==> src/rtl/jac1_top.sv <==
// Jac1-8: minimal 8-bit accumulator CPU with a 16-word parameterised ROM,
// a 16x8 register file, Z/C flags and one instruction per clock.
module jac1_top #(
    parameter int                DataWidth = 8,
    parameter logic [16*8-1:0]   RomImage  = {{12{8'hF0}}, 8'hC1, 8'hB0, 8'h31, 8'h10}
) (
    input  logic                 clk,
    input  logic                 sys_res_n,
    output logic [DataWidth-1:0] reg_val
);

    typedef enum logic [3:0] {
        OP_NOP, OP_LDI, OP_LDH, OP_ADDI, OP_SUBI, OP_ADD, OP_SUB, OP_AND,
        OP_OR,  OP_XOR, OP_LD,  OP_ST,   OP_JMP,  OP_JZ,  OP_JC,  OP_HLT
    } op_e;

    logic [3:0]           pc_q, pc_d;
    logic [DataWidth-1:0] acc_q, acc_d;
    logic                 z_q, z_d;
    logic                 c_q, c_d;
    logic                 halt_q, halt_d;
    logic [DataWidth-1:0] regs_q [16];
    logic [DataWidth-1:0] regs_d [16];

    logic [7:0]           instr;
    op_e                  op;
    logic [3:0]           n;
    logic [DataWidth-1:0] imm;
    logic [DataWidth-1:0] rn;
    logic [DataWidth:0]   sum;
    logic                 acc_wr;

    // NOTE: every always_comb output gets a default first so no path can infer a latch.
    always_comb begin
        instr  = RomImage[{pc_q, 3'b000} +: 8];
        op     = op_e'(instr[7:4]);
        n      = instr[3:0];
        imm    = {{(DataWidth-4){1'b0}}, n};
        rn     = regs_q[n];

        pc_d   = pc_q + 4'd1;
        acc_d  = acc_q;
        z_d    = z_q;
        c_d    = c_q;
        halt_d = halt_q;
        regs_d = regs_q;
        sum    = '0;
        acc_wr = 1'b0;

        if (halt_q) begin
            pc_d = pc_q;
        end else begin
            case (op)
                OP_NOP: ;
                OP_LDI: begin acc_d = imm;                       acc_wr = 1'b1; end
                OP_LDH: begin acc_d = {n, acc_q[3:0]};           acc_wr = 1'b1; end
                OP_ADDI, OP_ADD: begin
                    sum    = {1'b0, acc_q} + {1'b0, (op == OP_ADDI) ? imm : rn};
                    acc_d  = sum[DataWidth-1:0];
                    c_d    = sum[DataWidth];
                    acc_wr = 1'b1;
                end
                // The ninth bit of the widened difference is the borrow (ACC < operand).
                OP_SUBI, OP_SUB: begin
                    sum    = {1'b0, acc_q} - {1'b0, (op == OP_SUBI) ? imm : rn};
                    acc_d  = sum[DataWidth-1:0];
                    c_d    = sum[DataWidth];
                    acc_wr = 1'b1;
                end
                OP_AND: begin acc_d = acc_q & rn; acc_wr = 1'b1; end
                OP_OR:  begin acc_d = acc_q | rn; acc_wr = 1'b1; end
                OP_XOR: begin acc_d = acc_q ^ rn; acc_wr = 1'b1; end
                OP_LD:  begin acc_d = rn;         acc_wr = 1'b1; end
                OP_ST:  regs_d[n] = acc_q;
                OP_JMP: pc_d = n;
                OP_JZ:  if (z_q) pc_d = n;
                OP_JC:  if (c_q) pc_d = n;
                OP_HLT: begin halt_d = 1'b1; pc_d = pc_q; end
            endcase
        end

        if (acc_wr) z_d = (acc_d == '0);
    end

    // NOTE: sequential state uses non-blocking assignments so all flops update together.
    always_ff @(posedge clk) begin
        if (!sys_res_n) begin
            pc_q   <= '0;
            acc_q  <= '0;
            z_q    <= 1'b0;
            c_q    <= 1'b0;
            halt_q <= 1'b0;
            // NOTE: the register file is architecturally cleared by reset, so it is built from flops.
            regs_q <= '{default: '0};
        end else begin
            pc_q   <= pc_d;
            acc_q  <= acc_d;
            z_q    <= z_d;
            c_q    <= c_d;
            halt_q <= halt_d;
            regs_q <= regs_d;
        end
    end

    assign reg_val = acc_q;

endmodule

==> config.mk <==
export PLATFORM = sky130hd
export DESIGN_NAME = jac1_top
export DESIGN_NICKNAME = d
export VERILOG_FILES = /design/src/rtl/jac1_top.sv
export SDC_FILE = /design/constraint.sdc
export NUM_CORES = 1
export LEC_CHECK = 0
export ABC_AREA = 1
export CAP_MARGIN = 20
export CORE_AREA = 5 5 81 83
export DETAILED_ROUTE_END_ITERATION = 10
export DIE_AREA = 0 0 86 88
export GPL_TIMING_DRIVEN = 0
export PLACE_DENSITY = 0.68
export SETUP_SLACK_MARGIN = 0.15
export SKIP_CTS_REPAIR_TIMING = 1
export SLEW_MARGIN = 15
export SYNTH_ARGS = -nofsm -noshare
export SYNTH_HDL_FRONTEND = slang
export SYNTH_SLANG_ARGS = --single-unit
export TNS_END_PERCENT = 20
==> constraint.sdc <==
create_clock -name clk -period 8.2 [get_ports clk]
set_input_delay 0.82 -clock clk [delete_from_list [all_inputs] [get_ports clk]]
set_output_delay 0.82 -clock clk [all_outputs]
set_load 0.01 [all_outputs]
==> results of run 1 <==
==> power breakdown <==
group / total, uW / internal [uW] / switching [uW] / leakage [uW]
clock network: 133 / 76.6 / 56.6 / 0.0000515
logic: 1010 / 352 / 661 / 0.00135
registers: 240 / 196 / 44.0 / 0.000253
==> worst max-delay path: stages (launching register included) <==
cell and delay (ns):
dfxtp_1 0.55, ha_1 0.22, inv_1 0.04, ha_1 0.22, inv_1 0.14, nand3_4 0.12
inv_2 0.10, nand2_1 0.23, o21ai_0 0.31, ha_1 0.20, inv_1 0.05, fa_1 0.44
nand2_1 0.10, nand3_1 0.10, or2_2 0.28, nand2_1 0.07, nand3_1 0.09, nor2_1 0.16
nand3_1 0.09, nor2_1 0.14, nand2_1 0.07, a21oi_2 0.11
==> cell type report <==
| class | count | area share, % |
|---|---|---|
| plain buffers | 8 | 1.69 |
| flip-flops and latches | 31 | 18.6 |
| well taps | 75 | 2.82 |
| inverters | 72 | 8.12 |
| multi-input cells | 359 | 63.0 |
| clock buffers | 8 | 3.01 |
| repair buffers | 9 | 2.71 |
==> metrics by stage <==
| step | hold WS (ns) | setup slack, ns | area [sq um] | cells |
|---|---|---|---|---|
| 2_1_floorplan | 0.430 | 4.95 | 3040 | 470 |
| 3_5_place_dp | 0.453 | 4.31 | 3230 | 554 |
| 6_report | 0.456 | 4.30 | 3330 | 562 |
| 3_3_place_gp | 0.443 | 4.38 | 3230 | 554 |
| 5_1_grt | 0.486 | 3.97 | 3330 | 562 |
| 4_1_cts | 0.462 | 4.29 | 3330 | 562 |
==> cell families after synthesis <==
family                   Yosys count
XOR/XNOR                           3
adder cells (fa/ha/maj)           38
buffers and inverters             80
AO/OA/AOI/OAI                     70
flip-flops                        31
AND/OR/NAND/NOR                  248
==> routing by layer <==
metal  vias up  GRT usage (%)  part of all wire (%)
li1       1540              -                     -
met1      1323           30.2                    49
met2        69           37.6                    45
met3         9           2.54                   4.5
met4         0           5.90                   1.3
met5         -              0                     0
==> flip-flops by register name, indices dropped and copies added (netlist names) <==
name and cells:
z_q 1, regs_q 16, reg_val 8, c_q 1, halt_q 1, pc_q 4
==> placed cells by master (no fill, tap or decap), drive strengths merged, types with 9 or more instances in the layout <==
master,n
a21oi,31
clkbuf,12
clkdlybuf4s50,9
dfxtp,31
ha,36
inv,72
nand2,144
nand3,39
nand4,10
nor2,47
o21ai,31
==> worst min path at each step <==
stage,from,to,slack (ns),cells past startpoint
after detailed placement,regs_q[112],regs_q[112],0.45,2
final,regs_q[116],regs_q[116],0.46,2
after floorplan,regs_q[112],regs_q[112],0.43,2
after global placement,regs_q[112],regs_q[112],0.44,2
after CTS,regs_q[112],regs_q[112],0.46,2
after global routing,regs_q[116],regs_q[116],0.49,2
==> flow_summary.toml, run 1 <==
[yosys]
synth_common_cells = "136 x nand2_1, 67 x inv_1, 38 x nor2_1"
yosysSeqAreaShare_pct = 20.4
synth_top_cell_by_area = "dfxtp_1"
synthMuxAreaShare_pct = 0
synth_ff_type = "dfxtp_1"
synthCells = 470
synth_top_family_by_area = "simple AND/OR/NAND/NOR gates"
syn_area_sq_um = 3040
synth-async-reset-ratio_pct = 0
yosysUniqueCellTypes = 38
synth-edff-count = 0
syn_nets = 510
yosys.area_share.xor_xnor_pct = 0.863
synth_compound_area_share_pct = 12.8
syn_avg_cell_area_sq_um = 6.48
synth_warnings = 0
synthAdderAreaFrac_pct = 16.1
synth_top_area_share_pct = 20.4
yosys.area_share.simple_pct = 39.1
synth_area_leaders = "dfxtp_1 20%, nand2_1 17%, ha_1 15%"
synth.most_common_cell = "nand2_1"
synth_seq_cells = 31

[worst_setup_path]
crit_required_ns = 8.42
r2r_end = "z_q"
criticalPathCategory = "reg2reg"
crit_path_end = "z_q"
r2r-start = "pc_q[0]"
crit_arrival_ns = 4.12
cp_max_fo = 9
reg2reg_depth = 21
crit_path_start_kind = "flip-flop"
endpoint_kind = "flip-flop"
crit_start = "pc_q[0]"
r2r_setup_slack_ns = 4.30

[timing]
setup_tns_ns = 0
slew_viol_final = 0
worst_pin_slew_ns = 0.649
setup_viol = 0
max_freq_mhz = 256
period_share_pct = 47.6
hold_viol_final = 0
rsz0062_at_grt = "no"
finClkSkew_ns = 0.00986
max-slew-margin-rel_pct = 56.5
min_period_ns = 3.90

[layout]
multiInputGateArea_sq_um = 2100
seq_area_sq_um = 621
drive_gt1_share_pct = 9.45
final_nets = 526
utilization_pct = 57.6
area_delta_synth_final_pct = 9.33
diodes = 0
num-fill-cells = 574

[grt]
grtUsageTotal_pct = 22.3
grt_pass1_vias = 2690
grt_max_degree = 11
antenna_found_initial = 0
grt_overflow = 0
grt_first_pass_wirelength_um = 13300

[power_and_ir_drop]
power_density_nw_per_um2 = 416
ir_drop_uv = 198
finalPower_uw = 1390
leakage_uw = 0.00165

[clock_network]
cts.sinks = 31
clockBufferDepth = 2
path_clk_slew_ns = 0.07
cts_tree = "done"
htreeDepth = 2
clock_latency_ns = 0.28
cts_made_buffers = 5
cts_root_buffer = "clkbuf_8"

[routing]
drc_errors = 0
drt-total-wl_um = 7910
drtAntennaViolNets = 0
drt-initial-drc-count = 182
post_drt_wl_per_cell_um = 14.1
vias_per_cell = 5.23
vias = 2941
first_pass_iters = 4

[floorplan]
ios = 10
num_rows = 28
core_sq_um = 5780
start_util_pct = 52.7
die_w_um = 86
die_h_um = 88
dieArea_sq_um = 7570

[flow_run]
drv_cap = 0

[worst_hold_path]
hp-class = "reg2reg"

[status]
status = "complete, no violations"

[place]
portBuffers = 9
dp_hpwl_um = 6300
gp_congestion = 0.902
Note: power is estimated with default switching activity, not from simulation.
==> run 2: changes to the inputs <==
--- a/config.mk
+++ b/config.mk
@@ -11,7 +11,7 @@
 export DETAILED_ROUTE_END_ITERATION = 10
 export DIE_AREA = 0 0 86 88
 export GPL_TIMING_DRIVEN = 0
-export PLACE_DENSITY = 0.68
+export PLACE_DENSITY = 0.71
 export SETUP_SLACK_MARGIN = 0.15
 export SKIP_CTS_REPAIR_TIMING = 1
 export SLEW_MARGIN = 15
==> constraint.sdc (replaced) <==
create_clock -name clk -period 3.3 [get_ports clk]
set_input_delay 0.33 -clock clk [delete_from_list [all_inputs] [get_ports clk]]
set_output_delay 0.33 -clock clk [all_outputs]
set_load 0.01 [all_outputs]
==> flow_summary.toml, run 2 (synthesis results as in run 1) <==
[status]
status = "complete, no violations"

[layout]
utilization_pct = 63.7
final_cell_mix = "128 x nand2_1, 64 x inv_1, 33 x nor2_1"
final_nets = 547
multiInputGateArea_sq_um = 2270
drive_gt1_share_pct = 20.3
regMostFlops = "regs_q"
area_delta_synth_final_pct = 20.9
num-fill-cells = 542
final-instance-count-excl-fill = 583
seq_area_sq_um = 632
final_common_cell = "nand2_1"
largest_register_ffs = 16
diodes = 0

[worst_setup_path]
endpoint_kind = "flip-flop"
r2r_end = "z_q"
crit_required_ns = 3.52
reg2reg_depth = 21
crit_path_start_kind = "flip-flop"
cp_cell_sequence = "ha_2, inv_2, ha_4, inv_4, nand3_4, inv_4, nand2_4, o21ai_4, ha_2, inv_1, fa_2, nand2_2, nand3_2, or2_2, nand2_1, nand3_2, nor2_4, nand3_2, nor2_2, nand2_1, a21oi_2"
cpMostUsedCell = "nand3_2"
cp_max_fo = 4
r2r-start = "pc_q[1]"
cp_slowest_stage_delay_ns = 0.40
criticalPathCategory = "reg2reg"
crit_arrival_ns = 3.22
critPathSlowestCell = "fa_2"
r2r_setup_slack_ns = 0.30

[timing]
max_freq_mhz = 333
layout_setup_ws_ns = 0.301
min_period_ns = 3.00
max-slew-margin-rel_pct = 62.7
hold_viol_final = 0
rsz0062_at_grt = "no"
period_share_pct = 90.9
setup_viol = 0
worst_pin_slew_ns = 0.560
slew_viol_final = 0
finClkSkew_ns = 0.00602

[power_and_ir_drop]
ir_drop_uv = 551
power_density_nw_per_um2 = 1040
finalPower_uw = 3840
leakage_uw = 0.00179

[grt]
grt_max_degree = 11
grt_overflow = 0
grt_first_pass_wirelength_um = 13400
antenna_found_initial = 0
grt_pass1_vias = 2826
grtUsageTotal_pct = 22.3

[routing]
vias_per_cell = 5.31
wl_met3_um = 342
met1Wirelength_um = 3870
drt-initial-drc-count = 252
drtAntennaViolNets = 0
first_pass_iters = 5
drt-total-wl_um = 8380
drc_errors = 0
top_layer = "met4"
wl_met2_um = 4060
vias = 3095
post_drt_wl_per_cell_um = 14.4

[worst_hold_path]
whs_endpoint = "regs_q[117]"
holdPathStages = 2
hp-class = "reg2reg"
min_from = "regs_q[117]"

[clock_network]
clock_latency_ns = 0.28
cts_made_buffers = 5
cts_tree = "done"
cts.sinks = 31
clockBufferDepth = 2
path_clk_slew_ns = 0.07
htreeDepth = 2
cts_root_buffer = "clkbuf_8"

[place]
place_ws_ns = -0.433
dp_hpwl_um = 6290
gp_congestion = 0.892
dpl.cell_count = 554
portBuffers = 9

[floorplan]
start_util_pct = 52.7
dieArea_sq_um = 7570
core_sq_um = 5780
die_h_um = 88
ios = 10
num_rows = 28
die_w_um = 86

[flow_run]
drv_cap = 0
-- run 2: critical path: cells and delay by family (launching register included) --
kind / cells / cell delay, ns
AO/OA/AOI/OAI: 2 / 0.24
adder cells (fa/ha/maj): 4 / 0.92
buffers and inverters: 4 / 0.27
flip-flops: 1 / 0.38
AND/OR/NAND/NOR: 11 / 1.12
-- run 2: report_power, final --
part	switching (uW)	internal (uW)
clock network	147	147
logic	1820	1120
registers	107	492
-- run 2: metrics by stage --
stage                     setup TNS [ns]  hold WS [ns]  area (sq um)
after floorplan                        0         0.430          3050
after global placement            -0.549         0.446          3230
after detailed placement          -0.795         0.448          3230
after CTS                         -0.867         0.459          3310
after global routing                   0         0.503          3680
final                                  0         0.460          3680
-- run 2: metal layers --
layer  up-vias  track usage (%)
met3        10             3.20
met5         -                0
met4         0             9.06
met2        69             36.7
met1      1433             29.3
li1       1583                -
-- run 2: how the worst max path moves through the flow --
stage	slack (ns)	end	startpoint
final	0.30	z_q	pc_q[1]
after global routing	0.09	z_q	pc_q[0]
after CTS	-0.46	z_q	pc_q[0]
after detailed placement	-0.43	z_q	pc_q[0]
after global placement	-0.37	z_q	pc_q[0]
after floorplan	0.15	z_q	pc_q[0]
-- run 2: layout make-up --
| cell class | instances | share of cell area (%) |
|---|---|---|
| Sequential cell | 31 | 17.2 |
| Timing Repair Buffer | 30 | 6.83 |
| Multi-Input combinational cell | 359 | 61.6 |
| Tap cell | 75 | 2.55 |
| Inverter | 72 | 7.55 |
| Buffer | 8 | 1.94 |
| Clock inverter | 2 | 0.340 |
| Clock buffer | 6 | 1.97 |
==> run 3: changes to the inputs <==
--- a/config.mk
+++ b/config.mk
@@ -12,6 +12,7 @@
 export DIE_AREA = 0 0 86 88
 export GPL_TIMING_DRIVEN = 0
 export PLACE_DENSITY = 0.71
+export RECOVER_POWER = 25
 export SETUP_SLACK_MARGIN = 0.15
 export SKIP_CTS_REPAIR_TIMING = 1
 export SLEW_MARGIN = 15
==> flow_summary.toml, run 3 (synthesis results as in run 1) <==
[worst_hold_path]
hp-class = "reg2reg"
holdPathStages = 2
min_from = "regs_q[117]"

[flow_run]
drv_cap = 0

[worst_setup_path]
crit_arrival_ns = 3.22
crit_start = "pc_q[1]"
r2r-start = "pc_q[1]"
endpoint_kind = "flip-flop"
cp_cell_sequence = "ha_2, inv_2, ha_4, inv_4, nand3_4, inv_4, nand2_4, o21ai_4, ha_2, inv_1, fa_2, nand2_2, nand3_2, or2_2, nand2_1, nand3_2, nor2_4, nand3_2, nor2_2, nand2_1, a21oi_2"
r2r_end = "z_q"
crit_path_end = "z_q"
cp_max_fo = 4
r2r_setup_slack_ns = 0.30
critPathSlowestCell = "fa_2"
crit_path_start_kind = "flip-flop"
crit_required_ns = 3.52
criticalPathCategory = "reg2reg"
cp_slowest_stage_delay_ns = 0.40
cpMostUsedCell = "nand3_2"
reg2reg_depth = 21

[timing]
finClkSkew_ns = 0.00602
slew_viol_final = 0
hold_slack_ns = 0.460
max-slew-margin-rel_pct = 62.7
worst_pin_slew_ns = 0.560
hold_viol_final = 0
layout_setup_ws_ns = 0.301
period_share_pct = 90.9
setup_viol = 0
max_freq_mhz = 333
rsz0062_at_grt = "no"
min_period_ns = 3.00

[floorplan]
die_h_um = 88
ios = 10
num_rows = 28
die_w_um = 86
dieArea_sq_um = 7570
core_sq_um = 5780
start_util_pct = 52.7

[grt]
grtUsageTotal_pct = 22.3
grt_max_degree = 11
grt_overflow = 0
antenna_found_initial = 0
grt_first_pass_wirelength_um = 13400
grt_pass1_vias = 2826

[layout]
final_cell_mix = "128 x nand2_1, 64 x inv_1, 33 x nor2_1"
area_delta_synth_final_pct = 20.9
num-fill-cells = 542
multiInputGateArea_sq_um = 2270
drive_gt1_share_pct = 20.3
final-instance-count-excl-fill = 583
utilization_pct = 63.7
seq_area_sq_um = 632
regMostFlops = "regs_q"
final_nets = 547
largest_register_ffs = 16
diodes = 0
final_common_cell = "nand2_1"

[routing]
post_drt_wl_per_cell_um = 14.4
drt-initial-drc-count = 239
drc_errors = 0
drt-total-wl_um = 8380
vias_per_cell = 5.31
drtAntennaViolNets = 0
first_pass_iters = 5
vias = 3095

[clock_network]
clockBufferDepth = 2
cts_root_buffer = "clkbuf_8"
cts_made_buffers = 5
htreeDepth = 2
clock_latency_ns = 0.28
cts_tree = "done"
path_clk_slew_ns = 0.07
cts.sinks = 31

[place]
dp_hpwl_um = 6290
dpl.cell_count = 554
place_ws_ns = -0.433
portBuffers = 9
gp_congestion = 0.892

[status]
status = "complete, no violations"

[power_and_ir_drop]
leakage_uw = 0.00180
ir_drop_uv = 551
power_density_nw_per_um2 = 1040
-- run 3: routing by layer --
layer  GRT usage (%)  wire length, um  vias up
met1            29.3             3870     1433
met2            36.7             4060       69
met5               0                0        -
li1                -                -     1583
met4            9.06              110        0
met3            3.20              342       10
-- run 3: worst min path at each step --
stage / end / slack (ns)
after floorplan: regs_q[112] / 0.43
after global placement: regs_q[113] / 0.45
after detailed placement: regs_q[113] / 0.45
after CTS: regs_q[113] / 0.46
after global routing: regs_q[117] / 0.50
final: regs_q[117] / 0.46
-- run 3: area by class of cell --
cell class	instances	share of cell area, %
multi-input cells	359	61.6
inverters	72	7.55
plain buffers	8	1.94
repair buffers	30	6.83
clock inverters	2	0.340
well taps	75	2.55
clock buffers	6	1.97
flip-flops and latches	31	17.2
-- run 3: critical path: cells and delay by family (launching register included) --
kind,cells,cell delay [ns]
compound gates,2,0.24
simple gates,11,1.12
buf+inv,4,0.27
fa+ha+maj,4,0.92
flops,1,0.38
-- run 3: where the power goes --
group | leakage [uW] | internal (uW) | switching, uW
combinational | 0.00151 | 1120 | 1820
sequential | 0.000255 | 492 | 106
clock | 0.0000412 | 147 | 147
-- run 3: metrics by stage --
step           TNS, ns  cell area [sq um]  power (uW)
3_5_place_dp    -0.795               3230        3080
6_report             0               3680        3830
3_3_place_gp    -0.549               3230        3030
2_1_floorplan        0               3050        2530
4_1_cts         -0.867               3310        3380
5_1_grt              0               3680        4200
==> variant: new RTL, flow settings as in run 2 <==
Put one more register stage on the output `reg_val`, without a reset. The value now appears one clock later.
--- a/src/rtl/jac1_top.sv
+++ b/src/rtl/jac1_top.sv
@@ -103,5 +103,7 @@
     end
 
-    assign reg_val = acc_q;
+    always_ff @(posedge clk) begin
+        reg_val <= acc_q;
+    end
 
 endmodule
Formal check against the unedited RTL: not equivalent (Yosys sat finds a counterexample within 4 cycles, from zero or initial values).
==> variant against run 2 <==
Routed wire length increased by 2.4%. Maximum frequency decreased by 2.2%. Area after synthesis increased by 4.4%. Core utilization decreased by 1.8 points. Design area decreased by 2.8%. Sequential cell count increased by 8. Synthesized cell count increased by 2.1%. Highest routed layer unchanged. Power decreased by 14%. First-iteration DRC count increased by 2.4%. Final cell count decreased by 0.69%. Setup slack got worse by 0.068 ns. Critical path type unchanged.
==> variant: results <==
set metrics [dict create \
    status "finished clean" \
    async_flop_share_pct 0 \
    hold_path_end "reg_val[5]$_DFF_P_" \
    drt-vias-per-instance 5.511 \
    cp_max_fo 5 \
    wl_met3_um 569 \
    wirelength_mm 8.582 \
    cts_buffer_depth 2 \
    critPathTopFamily "simple AND/OR/NAND/NOR gates" \
    clk_pin_slew_worst_paths_ns 0.09 \
    post_dp_cell_area_sq_um 3361 \
    clk_latency_ns 0.30 \
    routedWlPerCell_um 14.82 \
    hold_ws_ns 0.4304 \
    numCtsBuffers 5 \
    dpl_worst_slack_ns -0.01315 \
    p_switching_mw 1.763 \
    hpwl_mm 6.469 \
    fillerInstances 548 \
    fin_ws_ns 0.2335 \
    peakVddDrop_uv 422.2 \
    hold_depth 0 \
    finalWeightedCongestion 0.9676 \
    r2r_cells 18 \
    drt_iter0_drc 258 \
    r2r-start "pc_q[1]$_SDFFE_PN0P_" \
    cp_common_cell "nand2_1" \
    yosys.area_share.xor_xnor_pct 0.5514 \
    dp_cells 564 \
    slowest_delay_ns 0.40 \
    syn_nets 521 \
    worstMarginPinSlew_ns 0.6524 \
    grt_pass1_wl_mm 14.01 \
    wl_met1_mm 3.861 \
    grt_max_degree 14 \
    synth_area_per_cell_sq_um 6.618 \
    worstHoldStart "acc_q[5]$_SDFF_PN0_" \
    highest_layer "met4" \
    synth_top_cells_by_area "dfxtp_1, nand2_1, ha_1, inv_1, nand3_1" \
    first_pass_iters 5 \
    arrival_ns 3.31 \
    antenna_found_initial 0 \
    met2WireLength_mm 3.996 \
    clock_skew_ns 0.01006 \
    grtUsageTotal_pct 23.65 \
    final_layout_size_suffix_gt1_share_pct 14.09 \
    htree_levels 2 \
    ys_types 37 \
    fin_nets 544 \
    synth_compound_area_share_pct 13.12 \
    yosysSeqAreaShare_pct 24.58 \
    first_global_vias 2954 \
    netlist_top_cells_count "nand2_1, inv_1, nor2_1, dfxtp_1, nand3_1" \
    p_leak_nw 1.764 \
    synthAdderAreaFrac_pct 15.83 \
]
-- variant: cell count changes after synthesis, moves of 3 or more --
cell / before / now
nand3_4: 4 / 1
inv_1: 67 / 64
o21ai_0: 24 / 27
nor2_1: 38 / 45
dfxtp_1: 31 / 39
nand3_1: 32 / 38
nor2_2: 3 / 6
nand2_2: 3 / 6
nand2_1: 136 / 128
-- variant: area by class of cell --
| class | count | area [sq um] | area share (%) |
|---|---|---|---|
| clock inverters | 3 | 20.02 | 0.5596 |
| multi-input cells | 365 | 2147 | 60.02 |
| clock buffers | 5 | 68.82 | 1.924 |
| flip-flops and latches | 39 | 783.3 | 21.90 |
| repair buffers | 16 | 142.6 | 3.987 |
| well taps | 75 | 93.84 | 2.623 |
| inverters | 68 | 257.7 | 7.205 |
| plain buffers | 8 | 63.81 | 1.784 |
-- variant: power by group through the flow --
stage          Combinational, mW  Sequential [mW]  Clock [mW]
2_1_floorplan               1.54            0.660           0
3_3_place_gp                2.00            0.669           0
3_5_place_dp                2.04            0.671           0
4_1_cts                     2.05            0.661       0.347
5_1_grt                     2.55            0.682       0.369
6_report                    2.31            0.665       0.338
-- variant: metal layers --
layer / global-route usage, % / vias to the layer above
met2: 39.17 / 129
met4: 8.345 / 0
met5: 0 / -
li1: - / 1600
met3: 4.421 / 16
met1: 30.80 / 1446
-- variant: kinds of logic after synthesis --
| kind of cell | count (synthesis) |
|---|---|
| compound gates | 74 |
| xor+xnor | 2 |
| fa+ha+maj | 39 |
| buf+inv | 76 |
| flops | 39 |
| simple gates | 250 |
-- variant: worst register-to-register path: cells and delay by family (launching register included) --
kind	cells	cell delay, ns
simple gates	11	1.16
fa+ha+maj	3	1.02
compound gates	3	0.41
flops	1	0.34
buf+inv	1	0.08
